`src/rtl/vga_timing_pkg.sv`:
```
`default_nettype none
// ============================================================================
// Module      : vga_timing_pkg
// Description : Shared VGA timing defaults, counter geometry and FSM state
//               encodings for the sync receiver and generator-side logic.
// Revision    : 1.0 - initial release
// ============================================================================
package vga_timing_pkg;

    localparam int c_hTotalDefault     = 800;
    localparam int c_hSyncLenDefault   = 96;
    localparam int c_vTotalDefault     = 525;
    localparam int c_vSyncLenDefault   = 6;
    localparam int c_lockFramesDefault = 2;

    localparam int c_cntWidth = 12;
    localparam logic [c_cntWidth-1:0] c_cntMax = '1;

    localparam logic [1:0] c_stSearch = 2'd0;
    localparam logic [1:0] c_stTrack  = 2'd1;
    localparam logic [1:0] c_stLocked = 2'd2;

    // Position counters stop at all-ones instead of wrapping.
    function automatic logic [c_cntWidth-1:0] satInc(input logic [c_cntWidth-1:0] value);
        return (value == c_cntMax) ? value : value + 1'b1;
    endfunction

endpackage
`default_nettype wire

```
`src/rtl/sync_edge_detect.sv`:
```
`default_nettype none
// ============================================================================
// Module      : sync_edge_detect
// Description : Two-flop synchronizer followed by a registered edge detector.
// Revision    : 1.0 - initial release
// ============================================================================
module sync_edge_detect (
    input  logic clk,
    input  logic rstN,
    input  logic syncIn,
    output logic rise,
    output logic fall,
    output logic level
);

    logic r_meta;
    logic r_sync;
    logic r_prev;
    logic r_rise;
    logic r_fall;

    // Input edge reaches rise/fall after the third clock edge.
    always_ff @(posedge clk or negedge rstN) begin
        if (!rstN) begin
            r_meta <= 1'b0;
            r_sync <= 1'b0;
            r_prev <= 1'b0;
            r_rise <= 1'b0;
            r_fall <= 1'b0;
        end else begin
            r_meta <= syncIn;
            r_sync <= r_meta;
            r_prev <= r_sync;
            r_rise <= r_sync & ~r_prev;
            r_fall <= ~r_sync & r_prev;
        end
    end

    assign rise  = r_rise;
    assign fall  = r_fall;
    assign level = r_prev;

endmodule
`default_nettype wire

```
`src/rtl/sync_receiver.sv`:
```
`default_nettype none
// ============================================================================
// Module      : sync_receiver
// Description : Recovers pixel/line position from external h/v sync and
//               tracks timing lock through a SEARCH/TRACK/LOCKED FSM.
// Revision    : 1.0 - initial release
// ============================================================================
module sync_receiver
    import vga_timing_pkg::*;
#(
    parameter int H_TOTAL     = c_hTotalDefault,
    parameter int H_SYNC_LEN  = c_hSyncLenDefault,
    parameter int V_TOTAL     = c_vTotalDefault,
    parameter int V_SYNC_LEN  = c_vSyncLenDefault,
    parameter int LOCK_FRAMES = c_lockFramesDefault
) (
    input  logic                  clk,
    input  logic                  rstN,
    input  logic                  horzSyncIn,
    input  logic                  vertSyncIn,
    output logic [c_cntWidth-1:0] horzCount,
    output logic [c_cntWidth-1:0] vertCount,
    output logic                  locked,
    output logic                  frameStart,
    output logic                  syncError
);

    localparam int c_goodW = (LOCK_FRAMES < 2) ? 1 : $clog2(LOCK_FRAMES + 1);

    localparam logic [c_cntWidth-1:0] c_hLast     = c_cntWidth'(H_TOTAL - 1);
    localparam logic [c_cntWidth-1:0] c_hSyncLast = c_cntWidth'(H_SYNC_LEN - 1);
    localparam logic [c_cntWidth-1:0] c_vLast     = c_cntWidth'(V_TOTAL - 1);
    localparam logic [c_cntWidth-1:0] c_vSyncLast = c_cntWidth'(V_SYNC_LEN - 1);
    localparam logic [c_goodW-1:0]    c_lockGoal  = c_goodW'(LOCK_FRAMES);

    logic                  w_hRise;
    logic                  w_hFall;
    logic                  w_vRise;
    logic                  w_vFall;
    logic [1:0]            w_unusedLevels;

    logic [c_cntWidth-1:0] r_horzCount;
    logic [c_cntWidth-1:0] r_vertCount;
    logic [1:0]            r_state;
    logic [c_goodW-1:0]    r_goodCnt;
    logic                  r_hExempt;
    logic                  r_syncError;

    logic                  w_lineErr;
    logic                  w_hWidthErr;
    logic                  w_frameErr;
    logic                  w_vWidthErr;
    logic                  w_timeoutErr;
    logic                  w_checkFail;
    logic [c_goodW-1:0]    w_goodNext;

    sync_edge_detect u_horzSync (
        .clk    (clk),
        .rstN   (rstN),
        .syncIn (horzSyncIn),
        .rise   (w_hRise),
        .fall   (w_hFall),
        .level  (w_unusedLevels[0])
    );

    sync_edge_detect u_vertSync (
        .clk    (clk),
        .rstN   (rstN),
        .syncIn (vertSyncIn),
        .rise   (w_vRise),
        .fall   (w_vFall),
        .level  (w_unusedLevels[1])
    );

    always_ff @(posedge clk or negedge rstN) begin
        if (!rstN) begin
            r_horzCount <= '0;
            r_vertCount <= '0;
        end else begin
            r_horzCount <= w_hRise ? '0 : satInc(r_horzCount);
            if (w_vRise) begin
                r_vertCount <= '0;
            end else if (w_hRise) begin
                r_vertCount <= satInc(r_vertCount);
            end
        end
    end

    // A missing hsync shows up as a saturated pixel counter.
    always_comb begin
        w_lineErr    = w_hRise && !r_hExempt && (r_horzCount != c_hLast);
        w_hWidthErr  = w_hFall && (r_horzCount != c_hSyncLast);
        w_frameErr   = w_vRise && (r_state != c_stSearch) && (r_vertCount != c_vLast);
        w_vWidthErr  = w_vFall && (r_vertCount != c_vSyncLast);
        w_timeoutErr = (r_horzCount == c_cntMax);
        w_checkFail  = w_lineErr | w_hWidthErr | w_frameErr | w_vWidthErr | w_timeoutErr;
        w_goodNext   = r_goodCnt + c_goodW'(1);
    end

    always_ff @(posedge clk or negedge rstN) begin
        if (!rstN) begin
            r_state     <= c_stSearch;
            r_goodCnt   <= '0;
            r_hExempt   <= 1'b1;
            r_syncError <= 1'b0;
        end else begin
            r_syncError <= 1'b0;
            if (w_checkFail && (r_state != c_stSearch)) begin
                r_state     <= c_stSearch;
                r_goodCnt   <= '0;
                r_hExempt   <= 1'b1;
                r_syncError <= 1'b1;
            end else begin
                if (w_hRise) begin
                    r_hExempt <= 1'b0;
                end
                case (r_state)
                    c_stSearch: begin
                        if (w_vRise) begin
                            r_state   <= c_stTrack;
                            r_goodCnt <= '0;
                        end
                    end
                    c_stTrack: begin
                        if (w_vRise) begin
                            r_goodCnt <= w_goodNext;
                            if (w_goodNext >= c_lockGoal) begin
                                r_state <= c_stLocked;
                            end
                        end
                    end
                    c_stLocked: begin
                        r_state <= c_stLocked;
                    end
                    default: begin
                        r_state <= c_stSearch;
                    end
                endcase
            end
        end
    end

    assign horzCount  = r_horzCount;
    assign vertCount  = r_vertCount;
    assign locked     = (r_state == c_stLocked);
    assign frameStart = w_vRise;
    assign syncError  = r_syncError;

endmodule
`default_nettype wire
```
`config.mk`:
```
export PLATFORM = sky130hd
export DESIGN_NAME = sync_receiver
export DESIGN_NICKNAME = d
export VERILOG_FILES = /design/src/rtl/vga_timing_pkg.sv /design/src/rtl/sync_edge_detect.sv /design/src/rtl/sync_receiver.sv
export SDC_FILE = /design/constraint.sdc
export NUM_CORES = 1
export LEC_CHECK = 0
export BUFFER_PORTS_ARGS = -buffer_cell sky130_fd_sc_hd__buf_2
export CORE_MARGIN = 5
export CORE_UTILIZATION = 40
export CTS_BUF_LIST = sky130_fd_sc_hd__clkbuf_8 sky130_fd_sc_hd__clkbuf_16
export DETAILED_ROUTE_END_ITERATION = 7
export HOLD_SLACK_MARGIN = 0.1
export SLEW_MARGIN = 20
export SYNTH_ARGS = -nofsm -noshare
export SYNTH_HDL_FRONTEND = slang
export SYNTH_HIERARCHICAL = 1
export SYNTH_SLANG_ARGS = --single-unit
```
`constraint.sdc`:
```
create_clock -name clk -period 5.25 [get_ports clk]
set_clock_uncertainty 0.1 [all_clocks]
set_input_delay 0.525 -clock clk [delete_from_list [all_inputs] [get_ports clk]]
set_output_delay 0.525 -clock clk [all_outputs]
set_load 0.02 [all_outputs]
```
==> key figures <==
Timing
  • Highest Clock Rate: 0.504 GHz
  • Fin crit period: between 1500 and 2000 ps
  • Worst hold margin: between 200 and 250 ps
  • Setup TNS: 0 ps
  • Final Slew Violations: 0
  • Final clock period utilization by the worst path: 37.8%
  • Final setup margin: 3270 ps
  • Count of endpoints failing hold in the final timing report: 0
  • Relative slew slack: a little over two fifths
  • Worst-Margin Slew: 876 ps
  • RSZ-0062 raised after global routing: false
  • Total of endpoints with negative setup slack in the final report: 0

Synthesis
  • Sequential cell area fraction in the yosys report: approximately half
  • Flip-flop and latch count after synthesis: 40
  • Simple-gate share of the synthesized area: 23.8%
  • Top_reg_cell synth: sky130_fd_sc_hd__dfrtp_1
  • Synth Area in Compound Gates: 7.27%
  • Dominant combinational cell family by area after synthesis: simple AND/OR/NAND/NOR gates
  • Adder and majority gate portion of the synthesized area: 4.42%
  • Unique cell type count in the Yosys netlist: 41
  • Xor and xnor area share after synthesis: 8.41%
  • Mapped Area: 1980 sq um
  • Count of yosys warnings during synthesis: 6
  • Synthesized instance count: 189
  • Number of enable flip-flop cells after synthesis: 0
  • Post-Syn Area per Cell: around 10 sq um
  • Proportion of register bits with asynchronous set or reset after synthesis: 100%
  • Number of nets in the synthesized netlist: 200
  • Mux contribution to synthesized area: 1.52%

Global route
  • Number of antenna violations at the first check in global routing: 0
  • Global-route wire length before repair: around 6700 microns
  • Leftover overflow at the end of global routing: 0
  • Largest net degree at the start of global routing: 41
  • Via count of the first global-routing pass: around 1400
  • Global Route Usage Sum: 13.4%

Layout
  • Area added between synthesis and finish: 14.0%
  • Number of fill cells: between 400 and 500
  • Antenna fix cells: 0
  • Footprint of the multi-input gates: 898 sq um
  • Most frequent cells in the layout: sky130_fd_sc_hd__dfrtp_1 (39), sky130_fd_sc_hd__buf_2 (30), sky130_fd_sc_hd__nor2_1 (29)
  • Most frequent standard cell in the layout excluding fill and tap cells: sky130_fd_sc_hd__dfrtp_1
  • Total Nets Final: between 200 and 250
  • FF/Latch Area: 1000 sq um
  • Ratio of cells with drive above 1 in the final layout: about a fifth
  • Util after Layout: 47.4%
  • Final cell count without fillers: 288

Power and ir drop
  • Worst vdd ir: roughly 190 uV
  • Leakage power figure: 1.07 nW
  • Pwr per Cell Area: about 340 nW/um^2

Route
  • Wire per inst: 13.5 microns
  • Average via count per standard cell: 4.97
  • Number of search-and-repair iterations in the first detailed-routing pass: 4
  • Count of antenna-violating nets left after detailed routing: 0
  • Final wirelength: 3890 microns
  • Total number of vias: 1431
  • Number of DRC violations after detailed routing: 0
  • Number of design-rule violations left by the first detailed-router iteration: 31

Critical path
  • Delay of the slowest cell on the worst path: 620 ps
  • Type of destination of the critical path: register
  • Crit-path cells: nor4b_1 > nor3_1 > a311oi_1 > a31oi_2 > a21o_1
  • Buffers and inverters on the worst path: 0
  • Worst EP required: 5370 ps
  • Endpoint arrival time on the critical path: roughly 2100 ps
  • Startpoint type of the worst setup path: register
  • Category of the critical setup timing path: register to register
  • Largest fanout on the critical path: 21
  • Library cell contributing the largest single delay on the critical path: sky130_fd_sc_hd__dfrtp_1
  • Family of cells with the greatest summed delay on the critical path: compound AO/OA/AOI/OAI gates

Clock tree
  • Quantity of gates resized following cts: 0
  • Clock-pin slew on the worst setup and hold paths: 80 ps
  • TritonCTS clock tree: done
  • Post-cts hold buffer count: 0
  • Inserted Clock Buffers: 5
  • Clock latency on the worst-skew pair: 290 ps
  • Total clock sinks: 40
  • H-tree levels: 2
  • Root Buffer: sky130_fd_sc_hd__clkbuf_8
  • Clock Tree Buf Depth: 2
  • Buffer count from post-CTS setup fixing: 0

Place
  • Placed cell count: 280
  • Worst slack at placement: 3270 ps
  • Total half-perimeter wirelength after legalization and detailed placement: 2770 microns
  • Number of buffers added on ports: 30
  • RD Place Congestion: 0.829

Worst hold path
  • Class of the tightest hold or removal check: input pin to register

Floorplanning
  • Core area: 4750 sq um
  • Die height: 80.3 microns
  • Area enclosed by the die boundary: 6460 sq um
  • Count of boundary I/O pins: 31
  • Site row count: 25
  • Initial core utilization: a little over two fifths
  • Overall die width: approximately 80 microns

Status
  • Status: complete, no violations

Flow run
  • Number of max-capacitance violations reported: 0
## registers in the layout (all words and copies together) (netlist names), 2 cells and up
name       cells
r_state        2
r_goodCnt      2
vertCount     12
horzCount     12
## power breakdown
part           internal (mW)  leakage [nW]  switching (mW)
sequential             0.346         0.526          0.0435
clock                 0.0926        0.0479           0.109
combinational         0.0672         0.497           0.101
total                  0.506          1.07           0.254
## routing by layer
layer / global-route usage, % / wire (microns) / vias up
met5: 0 / 0 / -
met4: 5.57 / 61 / 0
met3: 3.70 / 206 / 7
met2: 21.9 / 1750 / 33
met1: 16.5 / 1870 / 672
li1: - / - / 719
## path summary, 6_finish.rpt
check | start | endpoint | slack, ps | depth (start not counted)
worst max register to register | u_vertSync/rise$_DFF_PN0_ | r_hExempt$_DFFE_PN1P_ | 3270 | 5
worst min-delay path | horzSyncIn | u_horzSync/r_meta$_DFF_PN0_ | 240 | 1
min in group asynchronous | rstN | vertCount[2]$_DFFE_PN0P_ | 250 | 1
worst min register to register | u_vertSync/r_meta$_DFF_PN0_ | u_vertSync/r_sync$_DFF_PN0_ | 250 | 0
worst max-delay path | u_vertSync/rise$_DFF_PN0_ | r_hExempt$_DFFE_PN1P_ | 3270 | 5
max in group asynchronous | rstN | u_vertSync/r_sync$_DFF_PN0_ | 4250 | 1
## cells in the mapped netlist (2+ instances only)
master,instances,area [sq um]
sky130_fd_sc_hd__dfrtp_1,39,976
sky130_fd_sc_hd__nor2_1,29,109
sky130_fd_sc_hd__nand3_1,14,70.1
sky130_fd_sc_hd__xnor2_1,11,96.3
sky130_fd_sc_hd__inv_1,9,33.8
sky130_fd_sc_hd__xor2_1,8,70.1
sky130_fd_sc_hd__ha_1,7,87.6
sky130_fd_sc_hd__nand2_1,7,26.3
sky130_fd_sc_hd__nand4_1,7,43.8
sky130_fd_sc_hd__nor3_1,6,30.0
sky130_fd_sc_hd__o21ai_0,6,30.0
sky130_fd_sc_hd__a21oi_1,3,15.0
sky130_fd_sc_hd__and4_1,3,26.3
sky130_fd_sc_hd__buf_6,3,33.8
sky130_fd_sc_hd__clkbuf_1,3,11.3
sky130_fd_sc_hd__mux2i_1,3,30.0
sky130_fd_sc_hd__nor2b_1,3,18.8
sky130_fd_sc_hd__a211oi_1,2,15.0
sky130_fd_sc_hd__a31oi_1,2,12.5
sky130_fd_sc_hd__and2b_2,2,17.5
sky130_fd_sc_hd__nor4b_1,2,17.5
## per-stage QoR
stage | instance area (sq um) | total power [mW]
after floorplan | 1980 | 0.510
after global placement | 2170 | 0.567
after detailed placement | 2170 | 0.568
after CTS | 2260 | 0.773
after global routing | 2260 | 0.816
final | 2260 | 0.760
## worst register-to-register path: cells and delay by family (launching register included)
family	cells	cell delay, ps
compound gates	3	720
flops	1	620
simple gates	2	490
## area by class of cell
type | instances | area share [%]
Clock buffer | 5 | 3.05
Timing Repair Buffer | 30 | 6.66
Tap cell | 67 | 3.72
Inverter | 9 | 1.50
Clock inverter | 3 | 0.832
Multi-Input combinational cell | 134 | 39.8
Sequential cell | 40 | 44.4
## logic make-up after synthesis
group	count (synthesis)
DFF	40
xor gates and xnor gates	19
buffers and inverters	15
muxes	3
AOI/OAI and AO/OA	21
and+or+nand+nor	84
adders and majority gates	7
No activity file was read; power rests on OpenSTA's default activity.
